### src/rtl/a2d_arb_pkg.sv
// Shared types and widths for the A2D arbiter.
package a2d_arb_pkg;
  typedef enum logic {IDLE = 1'b0, CONV = 1'b1} arb_state_t;
  typedef enum logic {OWN_MC = 1'b0, OWN_HK = 1'b1} owner_t;
  localparam int A2D_RES_W = 12;
  localparam int A2D_CHN_W = 3;
endpackage

### src/rtl/a2d_arb_if.sv
// Requester and A2D front-end signals of the arbiter; slave is the arbiter side.
interface a2d_arb_if;
  import a2d_arb_pkg::*;

  logic                 req0;
  logic [A2D_CHN_W-1:0] chnnl0;
  logic                 req1;
  logic [A2D_CHN_W-1:0] chnnl1;
  logic                 a2d_cnv_cmplt;
  logic [A2D_RES_W-1:0] a2d_res;
  logic                 a2d_strt_cnv;
  logic [A2D_CHN_W-1:0] a2d_chnnl;
  logic                 cmplt0;
  logic                 cmplt1;
  logic [A2D_RES_W-1:0] res;
  logic                 err;
  logic                 busy;

  modport slave (
    input  req0, chnnl0, req1, chnnl1, a2d_cnv_cmplt, a2d_res,
    output a2d_strt_cnv, a2d_chnnl, cmplt0, cmplt1, res, err, busy
  );

  modport master (
    output req0, chnnl0, req1, chnnl1, a2d_cnv_cmplt, a2d_res,
    input  a2d_strt_cnv, a2d_chnnl, cmplt0, cmplt1, res, err, busy
  );
endinterface

### src/rtl/a2d_arb_tmo_tmr.sv
// Conversion watchdog: counts enabled cycles from a clear and flags the last allowed one.
module a2d_tmo_tmr #(
  parameter int TIMEOUT = 4096
) (
  input  logic clk,
  input  logic rst,
  input  logic clr,
  input  logic en,
  output logic expired
);
  localparam int TW = (TIMEOUT > 1) ? $clog2(TIMEOUT) : 1;

  logic [TW-1:0] tmr_reg;

  always_ff @(posedge clk or posedge rst) begin
    if (rst) begin
      tmr_reg <= '0;
    end else if (clr) begin
      tmr_reg <= '0;
    end else if (en) begin
      tmr_reg <= tmr_reg + TW'(1);
    end
  end

  assign expired = en && (tmr_reg == TW'(TIMEOUT - 1));
endmodule

### src/rtl/a2d_arb.sv
// Two-port arbiter in front of the shared A2D converter: port 0 has priority,
// port 1 is forced after STARVE_MAX consecutive port-0 grants; hung conversions time out.
module a2d_arb
  import a2d_arb_pkg::*;
#(
  parameter int STARVE_MAX = 4,
  parameter int TIMEOUT    = 4096
) (
  input logic       clk,
  input logic       rst,
  a2d_arb_if.slave  bus
);
  localparam int SW = $clog2(STARVE_MAX + 1);

  arb_state_t           state_reg;
  owner_t               owner_reg;
  logic                 pend0_reg, pend1_reg;
  logic [A2D_CHN_W-1:0] pchn0_reg, pchn1_reg;
  logic [SW-1:0]        skip_reg;
  logic                 strt_reg, cmplt0_reg, cmplt1_reg, err_reg, busy_reg;
  logic [A2D_CHN_W-1:0] chnnl_reg;
  logic [A2D_RES_W-1:0] res_reg;

  logic starved, win_hk, grant, in_conv, tmo_expired;

  assign in_conv = (state_reg == CONV);
  assign starved = (skip_reg == SW'(STARVE_MAX));
  assign win_hk  = pend1_reg && (!pend0_reg || starved);
  assign grant   = (state_reg == IDLE) && (pend0_reg || pend1_reg);

  a2d_tmo_tmr #(.TIMEOUT(TIMEOUT)) u_tmo (
    .clk     (clk),
    .rst     (rst),
    .clr     (grant),
    .en      (in_conv),
    .expired (tmo_expired)
  );

  always_ff @(posedge clk or posedge rst) begin
    if (rst) begin
      state_reg  <= IDLE;
      owner_reg  <= OWN_MC;
      pend0_reg  <= 1'b0;
      pend1_reg  <= 1'b0;
      pchn0_reg  <= '0;
      pchn1_reg  <= '0;
      skip_reg   <= '0;
      strt_reg   <= 1'b0;
      cmplt0_reg <= 1'b0;
      cmplt1_reg <= 1'b0;
      err_reg    <= 1'b0;
      busy_reg   <= 1'b0;
      chnnl_reg  <= '0;
      res_reg    <= '0;
    end else begin
      strt_reg   <= 1'b0;
      cmplt0_reg <= 1'b0;
      cmplt1_reg <= 1'b0;
      err_reg    <= 1'b0;

      case (state_reg)
        IDLE: begin
          if (grant) begin
            strt_reg  <= 1'b1;
            busy_reg  <= 1'b1;
            state_reg <= CONV;
            if (win_hk) begin
              owner_reg <= OWN_HK;
              chnnl_reg <= pchn1_reg;
              pend1_reg <= 1'b0;
              skip_reg  <= '0;
            end else begin
              owner_reg <= OWN_MC;
              chnnl_reg <= pchn0_reg;
              pend0_reg <= 1'b0;
              if (pend1_reg && !starved) begin
                skip_reg <= skip_reg + SW'(1);
              end
            end
          end
        end
        CONV: begin
          // A real completion beats a timeout landing on the same edge.
          if (bus.a2d_cnv_cmplt || tmo_expired) begin
            res_reg    <= bus.a2d_cnv_cmplt ? bus.a2d_res : '0;
            err_reg    <= !bus.a2d_cnv_cmplt;
            cmplt0_reg <= (owner_reg == OWN_MC);
            cmplt1_reg <= (owner_reg == OWN_HK);
            busy_reg   <= 1'b0;
            state_reg  <= IDLE;
          end
        end
      endcase

      // Placed after the grant so a same-edge request re-arms the pend.
      if (bus.req0) begin
        pend0_reg <= 1'b1;
        pchn0_reg <= bus.chnnl0;
      end
      if (bus.req1) begin
        pend1_reg <= 1'b1;
        pchn1_reg <= bus.chnnl1;
      end
    end
  end

  assign bus.a2d_strt_cnv = strt_reg;
  assign bus.a2d_chnnl    = chnnl_reg;
  assign bus.cmplt0       = cmplt0_reg;
  assign bus.cmplt1       = cmplt1_reg;
  assign bus.res          = res_reg;
  assign bus.err          = err_reg;
  assign bus.busy         = busy_reg;
endmodule

### src/flat_wrapper.sv
// flat-port wrapper written by rule: the top's interface ports become plain ports
module a2d_arb_flat import a2d_arb_pkg::*;
#(
  parameter int STARVE_MAX = 4,
  parameter int TIMEOUT    = 4096
)
  (clk, rst, bus_req0, bus_chnnl0, bus_req1, bus_chnnl1, bus_a2d_cnv_cmplt, bus_a2d_res, bus_a2d_strt_cnv, bus_a2d_chnnl, bus_cmplt0, bus_cmplt1, bus_res, bus_err, bus_busy);
  a2d_arb_if bus_i ();
  input logic clk;
  input logic rst;
  input wire logic [$bits(bus_i.req0)-1:0] bus_req0;
  input wire logic [$bits(bus_i.chnnl0)-1:0] bus_chnnl0;
  input wire logic [$bits(bus_i.req1)-1:0] bus_req1;
  input wire logic [$bits(bus_i.chnnl1)-1:0] bus_chnnl1;
  input wire logic [$bits(bus_i.a2d_cnv_cmplt)-1:0] bus_a2d_cnv_cmplt;
  input wire logic [$bits(bus_i.a2d_res)-1:0] bus_a2d_res;
  output wire logic [$bits(bus_i.a2d_strt_cnv)-1:0] bus_a2d_strt_cnv;
  output wire logic [$bits(bus_i.a2d_chnnl)-1:0] bus_a2d_chnnl;
  output wire logic [$bits(bus_i.cmplt0)-1:0] bus_cmplt0;
  output wire logic [$bits(bus_i.cmplt1)-1:0] bus_cmplt1;
  output wire logic [$bits(bus_i.res)-1:0] bus_res;
  output wire logic [$bits(bus_i.err)-1:0] bus_err;
  output wire logic [$bits(bus_i.busy)-1:0] bus_busy;
  assign bus_i.req0 = bus_req0;
  assign bus_i.chnnl0 = bus_chnnl0;
  assign bus_i.req1 = bus_req1;
  assign bus_i.chnnl1 = bus_chnnl1;
  assign bus_i.a2d_cnv_cmplt = bus_a2d_cnv_cmplt;
  assign bus_i.a2d_res = bus_a2d_res;
  assign bus_a2d_strt_cnv = bus_i.a2d_strt_cnv;
  assign bus_a2d_chnnl = bus_i.a2d_chnnl;
  assign bus_cmplt0 = bus_i.cmplt0;
  assign bus_cmplt1 = bus_i.cmplt1;
  assign bus_res = bus_i.res;
  assign bus_err = bus_i.err;
  assign bus_busy = bus_i.busy;
  a2d_arb #(.STARVE_MAX(STARVE_MAX), .TIMEOUT(TIMEOUT)) u_core (.clk(clk), .rst(rst), .bus(bus_i));
endmodule
### config.mk
export PLATFORM = sky130hd
export DESIGN_NAME = a2d_arb_flat
export DESIGN_NICKNAME = d
export VERILOG_FILES = /design/src/rtl/a2d_arb_pkg.sv /design/src/rtl/a2d_arb_if.sv /design/src/rtl/a2d_arb_tmo_tmr.sv /design/src/rtl/a2d_arb.sv /design/src/flat_wrapper.sv
export SDC_FILE = /design/constraint.sdc
export NUM_CORES = 1
export LEC_CHECK = 0
export BUFFER_PORTS_ARGS = -buffer_cell sky130_fd_sc_hd__buf_4
export CAP_MARGIN = 20
export CORE_MARGIN = 1
export CORE_UTILIZATION = 35
export DETAILED_ROUTE_END_ITERATION = 6
export SETUP_SLACK_MARGIN = 0.4
export SLEW_MARGIN = 20
export SYNTH_ARGS = -nofsm -noshare
export SYNTH_HDL_FRONTEND = slang
export SYNTH_SLANG_ARGS = --single-unit
### constraint.sdc
create_clock -name clk -period 5.2 [get_ports clk]
set_clock_uncertainty 0.2 [all_clocks]
set_input_delay 0.52 -clock clk [delete_from_list [all_inputs] [get_ports clk]]
set_output_delay 0.52 -clock clk [all_outputs]
set_load 0.02 [all_outputs]
==> impl_metrics.tcl <==
set metrics [dict create \
    layout_min_cycle_time_ns 2.37 \
    reg2reg_to "u_core.bus.res[7]" \
    finalSetupViolations 0 \
    synth-seq-cells 45 \
    post_cts_resized 0 \
    ant_nets 0 \
    synth_edf_count 0 \
    antenna_found_initial 0 \
    vias 1454 \
    cp_max_fo 33 \
    yosysUniqueCellTypes 36 \
    viasPerCell 5.05 \
    cp_num_buf_inv 0 \
    r2r_slack_ns 2.83 \
    track_usage 0.141 \
    grt_pass1_wl_mm 6.72 \
    routed_wl_mm 3.85 \
    grtUsageMet1 0.188 \
    die_area_um2 6120 \
    cts.hold.buffers_added 0 \
    power.leakage_uw 0.00118 \
    dieHeight_um 78.2 \
    yosys_warnings 0 \
    ys_seq_area_frac 0.554 \
    rsz0062_at_grt "no" \
    synth_cells 173 \
    die_x_um 78.2 \
    top_usage_layer "met2" \
    start_kind "flip-flop" \
    synth_area_leaders "dfrtp_1 55%, a221o_1 4.4%, nor2b_1 4.3%, mux2i_1 3.9%, mux2_2 3.3%" \
    total_power_uw 1300 \
    timing.rr.start "u_core.in_conv" \
    root_buffer "clkbuf_8" \
    worstPathRequired_ns 5.19 \
    grtUsageMet2 0.221 \
    clk_pin_slew_ns 0.09 \
    synth_ff_type "dfrtp_1" \
    place_congestion 0.690 \
    syn_to_final_growth_pct 22.4 \
    cts_tree "done" \
    syn-cell-area_um2 2030 \
    grt_max_degree 46 \
    h-tree-depth 2 \
    nNetsFinal 241 \
    start_util 0.367 \
    async_flop_share 1.00 \
    drv_slew 0 \
    row_count 27 \
    post_route_cells_drive_above_1_share 0.310 \
    syn_nets 199 \
    status "completed" \
    crit_arrival_ns 2.36 \
    synth_common_cells "45 x dfrtp_1, 15 x nand2_1, 14 x nor2b_1" \
    path_delay_family "flip-flops" \
    dp.cells 280 \
    timing.critical_path.slowest_stage_cell "dfrtp_1" \
    max_cap_viol_count 0 \
    routedWlPerCell_um 13.4 \
    yosysTopAreaCellShare 0.554 \
    dr.pass1.iters 4 \
    slew_headroom 0.372 \
    use_met3 0.0337 \
    cpPeakStageDelay_ns 0.97 \
    period_share 0.457 \
    portBuffers 42 \
    num_antenna_cells 0 \
    instances_no_fill 288 \
    core_area_um2 5540 \
    fill_cells 550 \
    timing.hold.worst.class "input pin to async pin" \
    yosysMostFrequentCell "dfrtp_1" \
    path_class "flip-flop to flip-flop" \
    post-cts-setup-buffer-count 0 \
    grt_pass1_vias 1448 \
    power_density_nw_per_um2 524 \
    cts.sinks 45 \
    r2r_cells 3 \
    ir_worst_vdd_uv 259 \
    io_pins 43 \
    dpl.hpwl_mm 2.65 \
    insertion_delay_ns 0.30 \
    synth.avg_cell_area_um2 11.8 \
    worstMarginPinSlew_ns 0.943 \
    end_kind "flip-flop" \
    yosys.area.top_type "dfrtp_1" \
    drcViolationCount 0 \
    hold_viol 0 \
    cts_buffer_depth 2 \
    fmax_ghz 0.421 \
    path_cells "and4_4 > a41oi_4 > a221o_2" \
    setup_tns_ns 0 \
    cts_made_buffers 5 \
    grt_overflow 0 \
    dr.first_iter.drc_count 99 \
]
-- cells in the final DEF (no fill, tap or decap), drive strengths merged, types with 3 or more instances in the layout --
cell,n
a21o,4
a221o,13
and4,4
buf,43
clkbuf,5
clkinv,3
dfrtp,45
ha,3
inv,5
mux2,6
mux2i,8
nand2,15
nand2b,4
nand3,5
nand4,5
nor2,4
nor2b,14
o21ai,9
-- layer usage --
layer	share of wire	up-vias
li1	-	715
met1	0.48	699
met2	0.47	38
met3	0.046	2
met4	0.0075	0
met5	0	-
-- where the power goes --
part           internal [µW]  leakage, µW  switching [µW]
Clock                   92.8    0.0000439             117
Combinational            253     0.000581             254
Sequential               460     0.000556             126
-- cell type report --
| cell class | count | area (µm²) | share of cell area |
|---|---|---|---|
| clock buffers | 5 | 68.8 | 0.0277 |
| clock inverters | 3 | 17.5 | 0.00704 |
| inverters | 6 | 22.5 | 0.00905 |
| multi-input cells | 114 | 841 | 0.338 |
| flip-flops and latches | 45 | 1130 | 0.452 |
| well taps | 72 | 90.1 | 0.0362 |
| repair buffers | 43 | 323 | 0.130 |
-- worst max-delay path by stage --
stage	from	end	slack, ns	cells after the start
floorplan	rst	u_core.bus.a2d_chnnl[0]	3.42	1
global placement	u_core.in_conv	u_core.bus.res[10]	2.84	3
detailed placement	u_core.in_conv	u_core.bus.res[8]	2.80	3
CTS	u_core.in_conv	u_core.bus.res[7]	2.80	3
global route	u_core.in_conv	u_core.bus.res[7]	2.64	3
finish	u_core.in_conv	u_core.bus.res[7]	2.83	3
-- per-stage QoR --
step / hold WS, ns / worst slack [ns] / instance area (µm²) / utilization
after floorplan: 0.230 / 3.42 / 2030 / -
after global placement: 0.266 / 2.84 / 2400 / 0.433
after detailed placement: 0.265 / 2.80 / 2400 / 0.433
after CTS: 0.176 / 2.80 / 2480 / 0.449
after global routing: 0.210 / 2.64 / 2490 / 0.449
final: 0.164 / 2.83 / 2490 / 0.449
-- cells by family (layout without fill, tap and decap cells) --
logic type,count (synthesis),after routing,share of synthesized area
simple gates,57,57,0.156
flops,45,45,0.554
compound gates,40,40,0.165
mux,14,14,0.0726
buf+inv,14,57,0.0345
fa+ha+maj,3,3,0.0185
-- worst register-to-register path, stage by stage, from the launching register on --
cell	delay [ns]
dfrtp_1	0.97
and4_4	0.39
a41oi_4	0.25
a221o_2	0.46
Power figures use the tool's default switching activity.
